===== config.mk =====
export PLATFORM = sky130hd
export DESIGN_NAME = johnson_counter_param_flat
export DESIGN_NICKNAME = d
export VERILOG_FILES = /design/src/rtl/johnson_counter_param_if.sv /design/src/rtl/johnson_counter_param.sv /design/src/flat_wrapper.sv
export SDC_FILE = /design/constraint.sdc
export NUM_CORES = 1
export LEC_CHECK = 0
export ABC_CLOCK_PERIOD_IN_PS = 3500
export BUFFER_PORTS_ARGS = -buffer_cell sky130_fd_sc_hd__buf_2
export CAP_MARGIN = 20
export CORE_ASPECT_RATIO = 1.25
export CORE_MARGIN = 2
export CORE_UTILIZATION = 35
export CTS_CLUSTER_SIZE = 12
export DETAILED_ROUTE_END_ITERATION = 10
export HOLD_SLACK_MARGIN = 0.08
export PLACE_DENSITY = 0.63
export SLEW_MARGIN = 15
export SYNTH_ARGS = -nofsm -noshare
export SYNTH_HDL_FRONTEND = slang
export SYNTH_SLANG_ARGS = --single-unit

===== constraint.sdc =====
create_clock -name clk -period 3.5 [get_ports clk]
set_input_delay 0.7 -clock clk [delete_from_list [all_inputs] [get_ports clk]]
set_output_delay 0.7 -clock clk [all_outputs]
set_load 0.005 [all_outputs]

===== src/rtl/johnson_counter_param_if.sv =====
// johnson_counter_param_if: control and status bundle of the Johnson/ring phase counter.
interface johnson_counter_param_if #(
   parameter int WIDTH   = 4,
   parameter int PHASE_W = $clog2(2*WIDTH)
);
   logic en, dir, clear, load;
   logic [WIDTH-1:0] load_val, q;
   logic [PHASE_W-1:0] phase;
   logic legal, tick, err;
   modport master (output en, dir, clear, load, load_val, input q, phase, legal, tick, err);
   modport slave (input en, dir, clear, load, load_val, output q, phase, legal, tick, err);
endinterface


===== src/rtl/johnson_counter_param.sv =====
// johnson_counter_param: parametrised Johnson/ring phase counter with illegal-state
// self-correction, binary phase decode, wrap tick and correction-error pulse.
module johnson_counter_param #(
   parameter int WIDTH   = 4,
   parameter int MODE    = 0,
   parameter int PHASE_W = $clog2(2*WIDTH)
) (
   input logic clk,
   input logic reset,
   johnson_counter_param_if.slave bus
);
   localparam logic [WIDTH-1:0] HOME = (MODE == 0) ? '0 : WIDTH'(1);
   logic [WIDTH-1:0] q, inv, nxt;
   logic legal, tick_r, err_r, stepping;
   int pc, idx;
   always_comb begin
      pc = 0;
      idx = 0;
      for (int i = 0; i < WIDTH; i++) begin
         pc = pc + int'(q[i]);
         if (q[i]) idx = i;
      end
   end
   assign inv = ~q;
   // Thermometer codes: ones packed at bit0 (q & (q+1) == 0) or packed at the top bit.
   assign legal = (MODE == 0)
      ? (((q & (q + WIDTH'(1))) == '0) || ((inv & (inv + WIDTH'(1))) == '0))
      : (pc == 1);
   assign nxt = (MODE == 0)
      ? (bus.dir ? {q[WIDTH-2:0], ~q[WIDTH-1]} : {~q[0], q[WIDTH-1:1]})
      : (bus.dir ? {q[WIDTH-2:0], q[WIDTH-1]} : {q[0], q[WIDTH-1:1]});
   assign stepping = !bus.clear && !bus.load && bus.en;
   assign bus.q = q;
   assign bus.legal = legal;
   assign bus.tick = tick_r;
   assign bus.err = err_r;
   assign bus.phase = !legal ? '0
      : (MODE != 0) ? PHASE_W'(idx)
      : (q[0] || q == '0) ? PHASE_W'(pc)
      : PHASE_W'(2*WIDTH - pc);
   always_ff @(posedge clk or posedge reset)
      if (reset) begin
         q <= HOME;
         tick_r <= 1'b0;
         err_r <= 1'b0;
      end else begin
         q <= bus.clear ? HOME : bus.load ? bus.load_val : !bus.en ? q : legal ? nxt : HOME;
         tick_r <= stepping && legal && nxt == HOME;
         err_r <= stepping && !legal;
      end
endmodule


===== src/flat_wrapper.sv =====
// flat-port wrapper written by rule: the top's interface ports become plain ports
module johnson_counter_param_flat 
#(
   parameter int WIDTH   = 4,
   parameter int MODE    = 0,
   parameter int PHASE_W = $clog2(2*WIDTH)
)
  (clk, reset, bus_en, bus_dir, bus_clear, bus_load, bus_load_val, bus_q, bus_phase, bus_legal, bus_tick, bus_err);
  johnson_counter_param_if #(.WIDTH(WIDTH), .PHASE_W(PHASE_W)) bus_i ();
  input logic clk;
  input logic reset;
  input wire logic [$bits(bus_i.en)-1:0] bus_en;
  input wire logic [$bits(bus_i.dir)-1:0] bus_dir;
  input wire logic [$bits(bus_i.clear)-1:0] bus_clear;
  input wire logic [$bits(bus_i.load)-1:0] bus_load;
  input wire logic [$bits(bus_i.load_val)-1:0] bus_load_val;
  output wire logic [$bits(bus_i.q)-1:0] bus_q;
  output wire logic [$bits(bus_i.phase)-1:0] bus_phase;
  output wire logic [$bits(bus_i.legal)-1:0] bus_legal;
  output wire logic [$bits(bus_i.tick)-1:0] bus_tick;
  output wire logic [$bits(bus_i.err)-1:0] bus_err;
  assign bus_i.en = bus_en;
  assign bus_i.dir = bus_dir;
  assign bus_i.clear = bus_clear;
  assign bus_i.load = bus_load;
  assign bus_i.load_val = bus_load_val;
  assign bus_q = bus_i.q;
  assign bus_phase = bus_i.phase;
  assign bus_legal = bus_i.legal;
  assign bus_tick = bus_i.tick;
  assign bus_err = bus_i.err;
  johnson_counter_param #(.WIDTH(WIDTH), .MODE(MODE), .PHASE_W(PHASE_W)) u_core (.clk(clk), .reset(reset), .bus(bus_i));
endmodule

# Yosys cells after proc, flatten, opt, wreduce, memory -nomap -nowiden
# Cells that the tools add are included.
totals:
  reg_bits: 6
  input_bits: 10
  output_inout_bits: 10
op_classes:
  n_addsub: 6
  mux: 7
  bitwise: 5
  n_reduce_logical: 15
op_table:
  columns: ["cell", "count"]
  rows:
  - ["4-bit 2-to-1 mux", 5]
  - ["4-bit zero test", 4]
  - ["4-bit by 1-bit adder with 4-bit output (second input constant)", 2]
  - ["4-bit bitwise AND", 2]
  - ["3-bit by 2-bit adder with 3-bit output", 2]
  - ["3-bit 2-to-1 mux", 2]
  - ["1-bit logical AND", 5]
  - ["4-bit NOT", 1]
  - ["1-bit zero test", 3]
  - ["3-bit nonzero test", 1]
  - ["1-bit by 3-bit subtractor with 3-bit output (first input constant)", 1]
  - ["1-bit by 1-bit adder with 2-bit output", 1]
  - ["1-bit logical OR", 2]
  - ["1-bit NOT", 2]

# Logic depth before layout (Yosys ltp)
# Gate-level depths: netlist of the first run.
logic_depth:
  ltp_word: 9
  mapped_depth: 10
  depth_no_buf: 9

# Least setup slack after synthesis of the first run
# Ideal clock, no wire load.
synth_timing:
  kind: "reg2out"
  startpoint: "register u_core.q[0], in the netlist u_core.bus.q[0]"
  endpoint: "output port bus_phase[2]"
  arrival_ps: 2211
  setup_slack_ps: 589
  path_stages_with_launch: 11
  n_path_buf: 1
  cell_sequence: "dfrtp_1 -> buf_4 -> inv_1 -> ha_1 -> fa_1 -> ha_1 -> inv_1 -> ha_1 -> a211oi_1 -> xnor2_1 -> nor2_1"
synth_via:
  elab_chain_cells: 6
synth_lines:
  columns: ["item", "line", "source"]
  rows:
  - ["start, declared", "johnson_counter_param.sv:13", "logic [WIDTH-1:0] q, inv, nxt;"]
  - ["start signal, assigned", "johnson_counter_param.sv:47", "q <= bus.clear ? HOME : bus.load ? bus.load_val : !bus.en ? q : legal ? nxt : HOME;"]
  - ["1-bit by 1-bit adder with 2-bit output or 4-bit NOT (tied branches)", "johnson_counter_param.sv:20, johnson_counter_param.sv:24", null]
  - ["3-bit by 2-bit adder with 3-bit output or 4-bit by 1-bit adder with 4-bit output (tied branches)", "johnson_counter_param.sv:20, johnson_counter_param.sv:27", null]
  - ["3-bit by 2-bit adder with 3-bit output or 4-bit bitwise AND (tied branches)", "johnson_counter_param.sv:20, johnson_counter_param.sv:27", null]
  - ["1-bit by 3-bit subtractor with 3-bit output or 4-bit zero test (tied branches)", "johnson_counter_param.sv:40, johnson_counter_param.sv:27", null]
  - ["3-bit 2-to-1 mux or 1-bit logical OR (tied branches)", "johnson_counter_param.sv:39, johnson_counter_param.sv:27", null]
  - ["3-bit 2-to-1 mux (*)", "johnson_counter_param.sv:37", "assign bus.phase = !legal ? '0"]
  - ["end, declared", "flat_wrapper.sv:18", "output wire logic [$bits(bus_i.phase)-1:0] bus_phase;"]
# Every way passes the cells marked *; elsewhere a longest branch is shown, timed or not.

# Worst setup path after layout of the first run
# Ends and elaborated chain as after synthesis.

==> impl_metrics.env, run 1 <==
export IMPL_firstDrtPassIters=4
export IMPL_cts_tree="yes"
export IMPL_rows=16
export IMPL_arrival_ns=2.48
export IMPL_crit_type="register to output pin"
export IMPL_seqPwrFrac_pct=33.9
export IMPL_place_congestion=0.759
export IMPL_clkPwrFrac_pct=27.8
export IMPL_clkLatencyLatePin_ns=0.25
export IMPL_cp_required_ns=2.80
export IMPL_wl_per_cell_um=12.1
export IMPL_die_area_um2=1980
export IMPL_numPortBuffers=19
export IMPL_finClkSkew_ns=0.00550
export IMPL_muxShareOfSynthArea_pct=6.97
export IMPL_yosysSeqAreaShare_pct=26.1
export IMPL_synth_area_leaders="dfrtp_1 (26%), ha_1 (13%), a21oi_1 (7.0%), mux2i_1 (7.0%), o32ai_1 (6.1%)"
export IMPL_synth_seq_cells=6
export IMPL_syn_inst=65
export IMPL_crit_chain="inv_1, ha_1, fa_1, ha_1, inv_1, ha_1, a211oi_1, xnor2_1, nor2_1, buf_2"
export IMPL_yosysWarnings=0
export IMPL_worstMarginPinSlew_ns=0.430
export IMPL_grt_pass1_vias=505
export IMPL_antennaDiodeCount=0
export IMPL_fin_hold_ws_ns=0.362
export IMPL_wl_mm=1.25
export IMPL_synth_fa_ha_area_share_pct=16.6
export IMPL_dr_first_iter_drc_count=3
export IMPL_final_period_utilization_pct=90.9
export IMPL_hold_viol=0
export IMPL_cts_max_level=1
export IMPL_p_sw_share_pct=33.8
export IMPL_clk_pin_slew_worst_paths_ns=0.05
export IMPL_synth_area_um2=574
export IMPL_antenna_found_initial=0
export IMPL_max_stage_delay_ns=0.37
export IMPL_place_hpwl_um=975
export IMPL_syn_area_per_cell_um2=8.84
export IMPL_route_detailed_drc=0
export IMPL_max_slew_margin_pct=71.3
export IMPL_leakagePower_nw=0.347
export IMPL_grt_max_degree=12
export IMPL_crit_path_end_kind="output pin"
export IMPL_crit_top_cell="ha_1"
export IMPL_max_vdd_ir_drop_v=0.000168
export IMPL_cts_root_buffer="clkbuf_4"
export IMPL_grt_first_pass_wirelength_mm=2.03
export IMPL_clk_path_buf_depth=2
export IMPL_synthXorXnorAreaFrac_pct=1.53
export IMPL_p_int_uw=154
export IMPL_synth_compound_area_share_pct=18.3
export IMPL_crit_path_start_kind="register"
export IMPL_fin_setup_tns_ns=0
export IMPL_power_density_nw_per_um2=334
export IMPL_crit_buf_inv=3
export IMPL_coreArea_um2=1560
export IMPL_worstPathMaxFanout=3
export IMPL_hp_class="primary input to async pin"
export IMPL_cts_made_buffers=3
export IMPL_slew_viol_final=0
export IMPL_maxCapViolCount=0
export IMPL_comb_power_share_pct=38.2
export IMPL_io_pins=20
export IMPL_fin_crit_ns=3.18
export IMPL_dieHeight_um=49.3
export IMPL_grt_remaining_overflow=0
export IMPL_synth_largest_area_cell="dfrtp_1"
export IMPL_synth_top_family_by_area="simple AND/OR/NAND/NOR gates"
export IMPL_reg2reg_depth=6
export IMPL_vias=523
export IMPL_cts_setup_buffers=0
export IMPL_ctsHoldBuffers=0
export IMPL_yosysTopAreaCellShare_pct=26.1
export IMPL_crit_family="adder cells"
export IMPL_setup_violations=0
export IMPL_drive_above_1_share_pct=32.9
export IMPL_gr_usage_all_layers_pct=15.0
export IMPL_area_delta_synth_final_pct=20.9
export IMPL_fmax_ghz=0.314
export IMPL_start_util_pct=36.8
export IMPL_p_sw_uw=78.5
export IMPL_post_cts_resized=0
export IMPL_layout_nets=104
export IMPL_die_x_um=40.2
export IMPL_synth_simple_area_share_pct=19.2
export IMPL_worstSetupPathDepth=10
export IMPL_routed_via_density=5.08
export IMPL_clock_sinks=6
export IMPL_drtAntennaViolNets=0
export IMPL_syn_num_nets=82
export IMPL_status="finished, final reports clean"
export IMPL_ys_types=24
export IMPL_rsz0062_at_grt="false"
export IMPL_cpMaxStageDelayCell="dfrtp_1"
==> cells in the mapped netlist, drive strengths merged <==
library cell  count
xnor2             1
buf               3
nand3             1
or4               1
nand2             2
a2bb2oi           1
inv               8
nor3b             2
nor2              9
a21oi             8
a211oi            1
fa                1
nor2b             1
ha                6
clkbuf            1
o21bai            1
dfrtp             6
nor3              4
o32ai             4
mux2i             4
==> cells in the final DEF (no fill, tap or decap), types with 2 or more instances in the layout <==
cell type and n:
buf_2 19, a21oi_1 8, nor3b_1 2, buf_4 2
ha_1 6, inv_1 8, nor2_1 8, nor3_1 3
mux2i_1 4, o32ai_1 4, clkbuf_4 3, dfrtp_1 6
==> power by group through the flow <==
stage               Sequential, mW  Combinational, mW  Clock, mW
floorplan                   0.0796             0.0607          0
global placement            0.0797             0.0880          0
detailed placement          0.0799             0.0898          0
CTS                         0.0788             0.0900     0.0679
global route                0.0794              0.102     0.0719
finish                      0.0788             0.0887     0.0646
==> worst paths after layout <==
| check | start | endpoint | slack [ns] |
|---|---|---|---|
| max | u_core.bus.q[0] | bus_phase[2] | 0.32 |
| min | reset | u_core.bus.q[0] | 0.36 |
| max reg2reg | u_core.bus.q[0] | u_core.bus.q[2] | 1.88 |
| min reg2reg | u_core.bus.q[1] | u_core.bus.tick | 0.70 |
| max in group asynchronous | reset | u_core.bus.tick | 2.94 |
| min in group clk | u_core.bus.q[1] | u_core.bus.tick | 0.70 |
==> kinds of logic after synthesis <==
logic type      after synthesis
compound gates               15
buf+inv                      12
mux                           4
fa+ha+maj                     7
xor+xnor                      1
flops                         6
simple gates                 20
==> sequential cells by signal, summed over array words and instances (netlist names) <==
signal and flops:
u_core.bus.q 4, u_core.bus.err 1, u_core.bus.tick 1
==> per-layer routing <==
metal  part of all wire [%]  global-route usage, %  vias up
li1                       -                      -      270
met2                     50                   24.7       17
met1                     43                   16.1      231
met5                      0                      0        -
met3                    3.9                   1.83        5
met4                    3.2                   11.1        0
==> metrics by stage <==
stage	utilization [%]	cell area, µm²	total power, mW	setup WS [ns]	std cells
6_report	44.5	694	0.232	0.320	103
5_1_grt	44.5	694	0.253	0.132	103
4_1_cts	44.5	694	0.237	0.288	103
3_5_place_dp	43.0	672	0.170	0.563	100
3_3_place_gp	43.0	672	0.168	0.602	100
2_1_floorplan	-	574	0.140	0.589	65
==> final cells by class <==
cell class	count	area [µm²]
fillers	162	867
repair buffers	21	110
multi-input cells	47	359
well taps	18	22.5
flip-flops and latches	6	150
clock buffers	3	22.5
inverters	8	30.0
Note: power is estimated with default switching activity, not from simulation.
==> run 2: changes to the inputs <==
--- a/config.mk
+++ b/config.mk
@@ -8,13 +8,15 @@
 export ABC_CLOCK_PERIOD_IN_PS = 3500
 export BUFFER_PORTS_ARGS = -buffer_cell sky130_fd_sc_hd__buf_2
 export CAP_MARGIN = 20
+export CELL_PAD_IN_SITES_DETAIL_PLACEMENT = 1
+export CELL_PAD_IN_SITES_GLOBAL_PLACEMENT = 1
 export CORE_ASPECT_RATIO = 1.25
 export CORE_MARGIN = 2
-export CORE_UTILIZATION = 35
+export CORE_UTILIZATION = 34
 export CTS_CLUSTER_SIZE = 12
 export DETAILED_ROUTE_END_ITERATION = 10
 export HOLD_SLACK_MARGIN = 0.08
-export PLACE_DENSITY = 0.63
+export PLACE_DENSITY = 0.79
 export SLEW_MARGIN = 15
 export SYNTH_ARGS = -nofsm -noshare
 export SYNTH_HDL_FRONTEND = slang
==> impl_metrics.env, run 2 (synthesis results as in run 1) <==
export IMPL_place_hpwl_mm=1.07
export IMPL_antennaDiodeCount=0
export IMPL_fin_hold_ws_ns=0.354
export IMPL_slew_viol_final=0
export IMPL_post_cts_resized=0
export IMPL_hold_viol=0
export IMPL_power_density_nw_per_um2=336
export IMPL_max_vdd_ir_drop_v=0.000172
export IMPL_io_pins=20
export IMPL_ctsHoldBuffers=0
export IMPL_gr_usage_all_layers_pct=17.1
export IMPL_grtUsageMet1_pct=19.8
export IMPL_grt_pass1_vias=542
export IMPL_wl_mm=1.40
export IMPL_die_area_um2=2040
export IMPL_rsz0062_at_grt="false"
export IMPL_numPortBuffers=19
export IMPL_maxCapViolCount=0
export IMPL_grt_remaining_overflow=0
export IMPL_fmax_ghz=0.313
export IMPL_cts_root_buffer="clkbuf_4"
export IMPL_cp_required_ns=2.80
export IMPL_fin_setup_tns_ns=0
export IMPL_layout_nets=104
export IMPL_cts_max_level=1
export IMPL_arrival_ns=2.50
export IMPL_clock_sinks=6
export IMPL_area_delta_synth_final_pct=20.9
export IMPL_finClkSkew_ns=0.00114
export IMPL_drtAntennaViolNets=0
export IMPL_coreArea_um2=1580
export IMPL_status="finished, final reports clean"
export IMPL_hp_class="primary input to async pin"
export IMPL_worstMarginPinSlew_ns=0.418
export IMPL_route_detailed_drc=0
export IMPL_setup_violations=0
export IMPL_dr_first_iter_drc_count=4
export IMPL_place_congestion=0.778
export IMPL_clkLatencyLatePin_ns=0.25
export IMPL_fin_crit_ns=3.20
export IMPL_final_common_cell="buf_2"
export IMPL_cts_tree="yes"
export IMPL_met2_usage_pct=27.5
export IMPL_drive_above_1_share_pct=32.9
export IMPL_crit_path_start_kind="register"
export IMPL_dp_slack_ns=0.536
export IMPL_start_util_pct=36.3
export IMPL_worst_slack_ns=0.303
export IMPL_busiest_layer="met2"
export IMPL_final_cell_mix="buf_2 (19), nor2_1 (8), inv_1 (8), a21oi_1 (8)"
export IMPL_fin_cells=103
export IMPL_grtUsageMet3_pct=1.35
export IMPL_cts_made_buffers=3
export IMPL_crit_path_end_kind="output pin"
export IMPL_grt_max_degree=12
export IMPL_rows=16
export IMPL_nFillCells=203
export IMPL_firstDrtPassIters=3
export IMPL_die_x_um=40.8
export IMPL_max_slew_margin_pct=72.1
export IMPL_routed_via_density=5.27
export IMPL_grt_first_pass_wirelength_mm=2.33
export IMPL_worstPathMaxFanout=3
export IMPL_largest_reg_flops=4
export IMPL_leakagePower_nw=0.347
export IMPL_wl_per_cell_um=13.6
export IMPL_antenna_found_initial=0
export IMPL_dp_cells=100
export IMPL_clk_pin_slew_worst_paths_ns=0.04
export IMPL_cts_setup_buffers=0
export IMPL_crit_type="register to output pin"
export IMPL_p_total_uw=233
export IMPL_final_period_utilization_pct=91.3
export IMPL_largest_register="u_core.bus.q"
export IMPL_vias=543
export IMPL_dieHeight_um=50.0
export IMPL_clk_path_buf_depth=2
-- run 2: cell counts in the layout (fill, tap and decap cells not counted) --
Identical to the previous run, type by type.
-- run 2: through the flow --
| stage | util, % | instance area, µm² |
|---|---|---|
| after CTS | 43.9 | 694 |
| after floorplan | - | 574 |
| final | 43.9 | 694 |
| after global routing | 43.9 | 694 |
| after detailed placement | 42.5 | 672 |
| after global placement | 42.5 | 672 |
-- run 2: power breakdown --
group | switching, mW | internal (mW)
Combinational | 0.0486 | 0.0414
Clock | 0.0256 | 0.0388
Sequential | 0.00587 | 0.0732
-- run 2: final cells by class --
class | instances | area, µm² | share of cell area [%]
inverters | 8 | 30.0 | 4.32
well taps | 18 | 22.5 | 3.24
flip-flops and latches | 6 | 150 | 21.6
repair buffers | 21 | 110 | 15.9
clock buffers | 3 | 22.5 | 3.24
multi-input cells | 47 | 359 | 51.7
-- run 2: critical path, stage by stage, from the launching register on --
cell	delay [ns]
dfrtp_1	0.37
inv_1	0.12
ha_1	0.25
fa_1	0.37
ha_1	0.30
inv_1	0.05
ha_1	0.18
a211oi_1	0.26
xnor2_1	0.15
nor2_1	0.05
buf_2	0.14
-- run 2: worst paths after layout --
path | slack, ns | cells past startpoint | startpoint | to
hold / removal | 0.35 | 2 | reset | u_core.bus.q[0]
hold reg to reg | 0.69 | 3 | u_core.bus.q[1] | u_core.bus.tick
setup reg to reg | 1.89 | 6 | u_core.bus.q[0] | u_core.bus.q[0]
max in group asynchronous | 2.96 | 2 | reset | u_core.bus.tick
min in group clk | 0.69 | 3 | u_core.bus.q[1] | u_core.bus.tick
setup / recovery | 0.30 | 10 | u_core.bus.q[0] | bus_phase[2]
-- run 2: metal layers --
layer  vias to the layer above  wire (µm)
met1                       255        578
met2                        17        731
met5                         -          0
met3                         5         53
met4                         0         40
li1                        266          -
